[config.mk]
export PLATFORM = sky130hd
export DESIGN_NAME = uart_tx_serializer
export DESIGN_NICKNAME = d
export VERILOG_FILES = /design/src/rtl/uart_pkg.sv /design/src/rtl/uart_baud_gen.sv /design/src/rtl/uart_tx_serializer.sv
export SDC_FILE = /design/constraint.sdc
export NUM_CORES = 1
export LEC_CHECK = 0
export ABC_AREA = 1
export ABC_CLOCK_PERIOD_IN_PS = 1700
export CORE_MARGIN = 4
export CORE_UTILIZATION = 40
export DETAILED_ROUTE_END_ITERATION = 8
export SYNTH_ARGS = -nofsm -noshare
export SYNTH_HDL_FRONTEND = slang
export SYNTH_SLANG_ARGS = --single-unit
[constraint.sdc]
create_clock -name clk_i -period 1.7 [get_ports clk_i]
set_clock_uncertainty 0.15 [all_clocks]
set_input_delay 0.34 -clock clk_i [delete_from_list [all_inputs] [get_ports clk_i]]
set_output_delay 0.34 -clock clk_i [all_outputs]
set_load 0.01 [all_outputs]
[src/rtl/uart_pkg.sv]
// Shared definitions for the UART transmit path: FSM states, line level and default widths
// that the TX FIFO instantiation also uses.
package uart_pkg;

  localparam int unsigned DataSizeDef     = 8;
  localparam int unsigned BaudDivWidthDef = 16;

  localparam logic LineIdle = 1'b1;

  typedef enum logic [2:0] {
    StIdle   = 3'd0,
    StStart  = 3'd1,
    StData   = 3'd2,
    StParity = 3'd3,
    StStop   = 3'd4
  } uart_state_e;

endpackage

[src/rtl/uart_baud_gen.sv]
// Loadable bit-period down-counter; bit_end_o is high in the last clock of each bit.
module uart_baud_gen #(
  parameter int unsigned Width = 16
) (
  input  logic             clk_i,
  input  logic             rst_i,
  input  logic             restart_i,
  input  logic [Width-1:0] load_val_i,
  output logic             bit_end_o
);

  logic [Width-1:0] cnt_q, cnt_d;

  always_comb begin
    cnt_d = cnt_q;
    if (restart_i) begin
      cnt_d = load_val_i;
    end else if (cnt_q != '0) begin
      cnt_d = cnt_q - Width'(1);
    end
  end

  always_ff @(posedge clk_i) begin
    if (rst_i) begin
      cnt_q <= '0;
    end else begin
      cnt_q <= cnt_d;
    end
  end

  assign bit_end_o = (cnt_q == '0);

endmodule

[src/rtl/uart_tx_serializer.sv]
// UART transmit serializer: pulls bytes from the TX FIFO head and frames them as
// start / data (LSB first) / optional parity / 1-2 stop bits at a programmable bit period.
module uart_tx_serializer
  import uart_pkg::*;
#(
  parameter int unsigned DATA_SIZE      = DataSizeDef,
  parameter int unsigned BAUD_DIV_WIDTH = BaudDivWidthDef
) (
  input  logic                      clk_i,
  input  logic                      rst_i,
  input  logic                      tx_en_i,
  input  logic [BAUD_DIV_WIDTH-1:0] baud_div_i,
  input  logic                      parity_en_i,
  input  logic                      parity_odd_i,
  input  logic                      stop2_i,
  input  logic [DATA_SIZE-1:0]      fifo_data_i,
  input  logic                      fifo_load_i,
  output logic                      fifo_pull_o,
  output logic                      tx_o,
  output logic                      busy_o,
  output logic                      frame_done_o
);

  localparam int unsigned IdxW = (DATA_SIZE > 1) ? $clog2(DATA_SIZE) : 1;
  localparam logic [IdxW-1:0] LastIdx = IdxW'(DATA_SIZE - 1);

  uart_state_e               state_q;
  logic [DATA_SIZE-1:0]      shift_q, shift_nxt;
  logic [IdxW-1:0]           bit_idx_q;
  logic [BAUD_DIV_WIDTH-1:0] div_m1_q, load_val;
  logic                      par_en_q, par_bit_q, stop2_q, stop_idx_q;
  logic                      tx_q, pull_q, busy_q, done_q;
  logic                      bit_end, restart, start_ok, last_stop, capture;

  always_comb begin
    start_ok  = tx_en_i & fifo_load_i;
    last_stop = bit_end & (~stop2_q | stop_idx_q);
    // A new byte is taken from idle or straight out of the final stop bit (no idle gap).
    capture   = start_ok & ((state_q == StIdle) | ((state_q == StStop) & last_stop));
    restart   = capture | (bit_end & (state_q != StIdle));
    shift_nxt = shift_q >> 1;
    if (capture) begin
      load_val = (baud_div_i == '0) ? '0 : baud_div_i - BAUD_DIV_WIDTH'(1);
    end else begin
      load_val = div_m1_q;
    end
  end

  uart_baud_gen #(
    .Width(BAUD_DIV_WIDTH)
  ) u_baud_gen (
    .clk_i     (clk_i),
    .rst_i     (rst_i),
    .restart_i (restart),
    .load_val_i(load_val),
    .bit_end_o (bit_end)
  );

  always_ff @(posedge clk_i) begin
    if (rst_i) begin
      state_q    <= StIdle;
      shift_q    <= '0;
      bit_idx_q  <= '0;
      div_m1_q   <= '0;
      par_en_q   <= 1'b0;
      par_bit_q  <= 1'b0;
      stop2_q    <= 1'b0;
      stop_idx_q <= 1'b0;
      tx_q       <= LineIdle;
      pull_q     <= 1'b0;
      busy_q     <= 1'b0;
      done_q     <= 1'b0;
    end else begin
      pull_q <= 1'b0;
      done_q <= 1'b0;
      if (capture) begin
        state_q    <= StStart;
        shift_q    <= fifo_data_i;
        bit_idx_q  <= '0;
        div_m1_q   <= load_val;
        par_en_q   <= parity_en_i;
        par_bit_q  <= (^fifo_data_i) ^ parity_odd_i;
        stop2_q    <= stop2_i;
        stop_idx_q <= 1'b0;
        tx_q       <= ~LineIdle;
        pull_q     <= 1'b1;
        busy_q     <= 1'b1;
        done_q     <= (state_q == StStop);
      end else if (bit_end) begin
        unique case (state_q)
          StStart: begin
            state_q <= StData;
            tx_q    <= shift_q[0];
          end
          StData: begin
            if (bit_idx_q == LastIdx) begin
              state_q <= par_en_q ? StParity : StStop;
              tx_q    <= par_en_q ? par_bit_q : LineIdle;
            end else begin
              shift_q   <= shift_nxt;
              tx_q      <= shift_nxt[0];
              bit_idx_q <= bit_idx_q + IdxW'(1);
            end
          end
          StParity: begin
            state_q <= StStop;
            tx_q    <= LineIdle;
          end
          StStop: begin
            if (stop2_q && !stop_idx_q) begin
              stop_idx_q <= 1'b1;
            end else begin
              state_q <= StIdle;
              busy_q  <= 1'b0;
              done_q  <= 1'b1;
            end
          end
          default: ;
        endcase
      end
    end
  end

  assign fifo_pull_o  = pull_q;
  assign tx_o         = tx_q;
  assign busy_o       = busy_q;
  assign frame_done_o = done_q;

endmodule

-- Word-level counts from Yosys, hierarchy flattened
Index checks and enable logic that the tools add are counted.
- register bits: 54
- input bits: 31
- output and inout port bits: 4
- word-level logic and storage cells: 90
- add/subtract/negate cells: 3
- eq/ne operators: 11
- muxes and demuxes: 28
- bitwise logic cells: 11
- reduce and logical (&&, ||, !) cells: 23
- operators with widths (cell ; number):
    $mux W16 ; 4
    $logic_not A16 Y1 ; 2
    $mux W8 ; 4
    $sub A16 B1 Y16 const B ; 2
    $reduce_bool A16 Y1 ; 1
    $mux W1 ; 15
    $pmux W3 S4 ; 1
    $reduce_and A3 Y1 ; 4
    $mux W3 ; 3
    $ne A2 B2 Y1 const B ; 4
    $reduce_and A4 Y1 ; 2
    $reduce_bool A2 Y1 ; 4
    $reduce_bool A4 Y1 ; 2
    $reduce_xor A8 Y1 ; 1
    $eq A3 B2 Y1 const B ; 2
    $eq A3 B3 Y1 const B ; 2
    $ne A3 B3 Y1 const B ; 2
    $and A1 B1 Y1 ; 5
    $reduce_bool A5 Y1 ; 1
    $add A3 B1 Y3 const B ; 1
    $eq A3 B1 Y1 const B ; 1
    $logic_not A3 Y1 ; 1
    $or A1 B1 Y1 ; 3
    $pmux W1 S3 ; 1
    7 further kinds ; 8

-- Longest topological paths before layout
- depth after elaboration: 8
- gate-level depth with buffers: 14
- gate-level depth less buffers: 14

-- Hierarchy
Synthesis repeated with hierarchy kept, for this count alone.
- cell total of the unflattened synthesis: 539
- area, all modules: 3417.0 um2
- by module, submodules not included (module ; instances ; cells an instance ; area an instance (um2) ; seq. area each (um2)):
    uart_tx_serializer ; 1 ; 360 ; 2302.2 ; 760.7
    uart_baud_gen ; 1 ; 179 ; 1114.8 ; 320.3

-- Worst setup path before layout
No wires, ideal clock.
- path type: register -> register
- start: register u_baud_gen.cnt_q[0]
- end: register u_baud_gen.cnt_q[7]
- setup time: 0.128 ns
- data arrival time: 1.559 ns
- data required time: 1.422 ns
- path slack: -0.136 ns
- stages on the path, launching flop included: 14
- period minus slack after synthesis: 1.836 ns
- cells stage by stage: dfxtp_1 inv_1 ha_1 nand2_1 nor2_2 nand3_4 nand2_4 nand2_4 buf_6 buf_6 nand2_1 nand3_1 nand3_1 nor2_1
- cells in the longest elaborated chain, start to end: 7
- ends and longest elaborated chain (what ; RTL line ; RTL):
    start: declaration ; uart_baud_gen.sv:12 ; logic [Width-1:0] cnt_q, cnt_d;
    start signal: assignment ; uart_baud_gen.sv:27 ; cnt_q <= cnt_d;
    branches (longest 7 deep; another with $sub A16 B1 Y16) ; n/a ;
Parallel ways; which one is timed is not known. The select of a mux whose other input is x is not followed.
A chain may end at the register's enable or synchronous reset.

-- Worst setup path after layout
- start: register u_baud_gen.cnt_q[10]
- end: register u_baud_gen.cnt_q[5]
- cells in the longest elaborated chain, start to end: 7
- ends and longest elaborated chain (what ; RTL line ; RTL):
    $logic_not A16 Y1 ; uart_baud_gen.sv:31 ; assign bit_end_o = (cnt_q == '0);
    $and A1 B1 Y1 ; uart_tx_serializer.sv:37 ; last_stop = bit_end & (~stop2_q | stop_idx_q);
    $and A1 B1 Y1 ; uart_tx_serializer.sv:39 ; capture = start_ok & ((state_q == StIdle) | ((state_q == StStop) & last_stop));
    $or A1 B1 Y1 ; uart_tx_serializer.sv:39 ;
    $and A1 B1 Y1 ; uart_tx_serializer.sv:39 ;
    $mux W16 / $or A1 B1 Y1 (equally long branches) ; uart_tx_serializer.sv:42, uart_tx_serializer.sv:40 ;
    $mux W16 / $reduce_bool A2 Y1 (equally long branches) ; n/a ;
Parallel ways exist; a longest one is shown, timed or not.

==> impl_metrics.toml <==
[worst_setup_path]
max_stage_delay_ps = 350
critPathLaunchType = "flop"
crit_path_top_delay_cell = "dfxtp_2"
crit_chain = "nor2_2 > buf_4 > nand2_1 > buf_4 > nor4_2 > nand4_1 > nand3_1 > nor2_1"
reg2reg_depth = 8
cp.arrival_ps = 1910
path_max_fanout = 4
path_class = "reg -> reg"
crit_family = "simple AND/OR/NAND/NOR gates"
cp.depth = 8
cp_common_cell = "buf_4"
worst_setup_path_end_kind = "flop"
crit_required_ps = 1750
worst-path-buf-inv = 2

[sta]
drv_slew = 0
setup_slack_ps = -156
clock.fmax_mhz = 539
finalSetupTns_ps = -2700
rsz0062_at_grt = "yes"
setup_violations = 45
fin_crit_sh_pct = 109
fin_crit_ps = 1860
worst_pin_slew_ps = 308
hold_slack_ps = 320
slew_headroom_pct = 79.5
hold_viol = 0

[global_routing]
track_usage_pct = 19.9
grt_max_degree = 29
grt_pass1_wl_um = 15800
grt-ovfl-total = 0
grt_pass1_vias = 3512
antenna_found_initial = 0

[place]
place.gp.congestion = 0.906
numPortBuffers = 34
dpl_worst_slack_ps = -540
hpwl_um = 7290

[synthesis]
syn-num-nets = 535
avgSynthCellArea_um2 = 6.52
ys_seq_elements = 54
seq_area_frac_synth_pct = 33.3
synth_top_area_share_pct = 33.3
yosys-top-cells-count = "nand2_1, nor2_1, dfxtp_1, nand3_1, inv_1"
synth-edff-count = 0
yosys_warnings = 0
synth_largest_area_cell = "dfxtp_1"
ys.flop_type = "dfxtp_1"
synthDistinctLibCells = 34
synth_most_common_cell = "nand2_1"
synth-async-reset-ratio_pct = 0
syn_area_um2 = 3250
synthCells = 498
yosys-top-cells-area = "dfxtp_1, nand2_1, nor2_1"

[clocking]
clk_latency_ps = 320
cts.reportedPaths.clkPinSlew_ps = 100
clock_path_buffers = 2
htree_levels = 2
cts_tree = "built"
cts_made_buffers = 5
cts.sinks = 54
cts-root-buf = "clkbuf_8"

[worst_hold_path]
min_path_cells = 2
hold_class = "reg -> reg"

[cells_and_area]
insertedDiodeCount = 0
nNetsFinal = 681
areaGrowthSynthToFinish_pct = 58.4
drive_above_1_share_pct = 39.1
fin_util_pct = 65.9

[drt]
vias = 3619
post_drt_via_cell_ratio = 4.84
dr.pass1.iters = 4
drc = 0
drtIter0Drc = 163
ant_nets = 0
wl_per_cell_um = 12.9
routed_wl_um = 9650

[floorplan]
die_h_um = 98.1
io_pins = 35
num_rows = 32
die-area_um2 = 9630
die_w_um = 98.1
core_um2 = 7810
start_util_pct = 41.6

[power_and_ir_drop]
ir_worst_vdd_mv = 0.538
leakage_uw = 0.00247
total_power_uw = 6190
cellPowerDensity_nw_per_um2 = 1200

[outcome]
status = "complete, but fails checks"
failed_checks = "negative setup slack"

[job]
max_cap_viol_count = 0
==> layout by cell type, fill, tap and decap left out, types with 7 or more instances in the layout <==
cell	synthesis	routed
buf_6	3	13
nand2_1	140	108
nor2_4	1	13
inv_2	1	13
nand3_1	52	41
nand2_2	4	28
clkdlybuf4s50_1	0	17
dlymetal6s2s_1	0	10
xor2_1	8	7
dlygate4sd2_1	0	7
dfxtp_1	54	43
xnor2_1	16	16
nand3_2	2	12
a21oi_1	35	29
inv_1	44	32
nor2_2	7	18
buf_4	2	100
dfxtp_2	0	11
nand2_4	2	8
nor2_1	74	51
==> timing repair <==
| action | CTS | global route |
|---|---|---|
| pin swaps | 13 | 37 |
| setup endpoints to repair | 52 | 54 |
| hold buffers | 0 | 0 |
| gates resized for setup | 59 | 97 |
| buffers inserted | 4 | 10 |
| hold endpoints to repair | 0 | 0 |
| gates cloned | 1 | 0 |
==> metal layers <==
| layer | GRT usage (%) | vias up | wire, um |
|---|---|---|---|
| met1 | 26.1 | 1667 | 4550 |
| met2 | 33.8 | 57 | 4670 |
| met3 | 3.79 | 9 | 293 |
| li1 | - | 1886 | - |
| met5 | 0 | - | 0 |
| met4 | 4.90 | 0 | 135 |
==> tightest hold or removal path, cell delays in order, from the launching register on <==
cell and delay [ps]:
dfxtp_1 320, nand2_1 60, a21oi_1 50
==> logic make-up (layout without fill, tap and decap cells) <==
group / after synthesis / in the layout / share of synthesized area (%)
AO/OA/AOI/OAI: 54 / 54 / 9.36
XOR/XNOR: 24 / 24 / 6.47
adder cells (fa/ha/maj): 6 / 6 / 2.31
buffers and inverters: 58 / 205 / 7.74
flip-flops: 54 / 54 / 33.3
AND/OR/NAND/NOR: 302 / 302 / 40.8
==> area by class of cell <==
cell class | count | area (um2)
fillers | 707 | 2660
well taps | 102 | 128
clock inverters | 3 | 21.3
flip-flops and latches | 54 | 1090
clock buffers | 5 | 68.8
inverters | 46 | 178
multi-input cells | 386 | 2320
repair buffers | 151 | 1330
==> flip-flops by register name, summed over array words and instances (netlist names) <==
| signal | count |
|---|---|
| busy_o | 1 |
| div_m1_q | 16 |
| u_baud_gen.cnt_q | 16 |
| frame_done_o | 1 |
| stop2_q | 1 |
| par_bit_q | 1 |
| bit_idx_q | 3 |
| par_en_q | 1 |
| stop_idx_q | 1 |
| state_q | 3 |
| fifo_pull_o | 1 |
| shift_q | 8 |
| tx_o | 1 |
==> power by group <==
part	internal (uW)	switching [uW]	leakage [uW]	total, uW
combinational	1860	1930	0.00198	3790
clock	291	440	0.0000441	730
sequential	1490	184	0.000446	1680
==> final timing paths <==
path / slack (ps) / endpoint / from
min: 320 / shift_q[5]$_SDFFE_PP0P_ / shift_q[5]$_SDFFE_PP0P_
max: -160 / u_baud_gen.cnt_q[5]$_SDFFE_PP0P_ / u_baud_gen.cnt_q[10]$_SDFFE_PP0P_
max reg2reg: -160 / u_baud_gen.cnt_q[5]$_SDFFE_PP0P_ / u_baud_gen.cnt_q[10]$_SDFFE_PP0P_
min reg2reg: 320 / shift_q[5]$_SDFFE_PP0P_ / shift_q[5]$_SDFFE_PP0P_
==> metrics by stage <==
stage / area (um2) / cells
after detailed placement: 4490 / 728
after CTS: 4790 / 740
final: 5140 / 747
after global placement: 4490 / 728
after floorplan: 3290 / 498
after global routing: 5140 / 747
(Power assumes the default switching activity.)
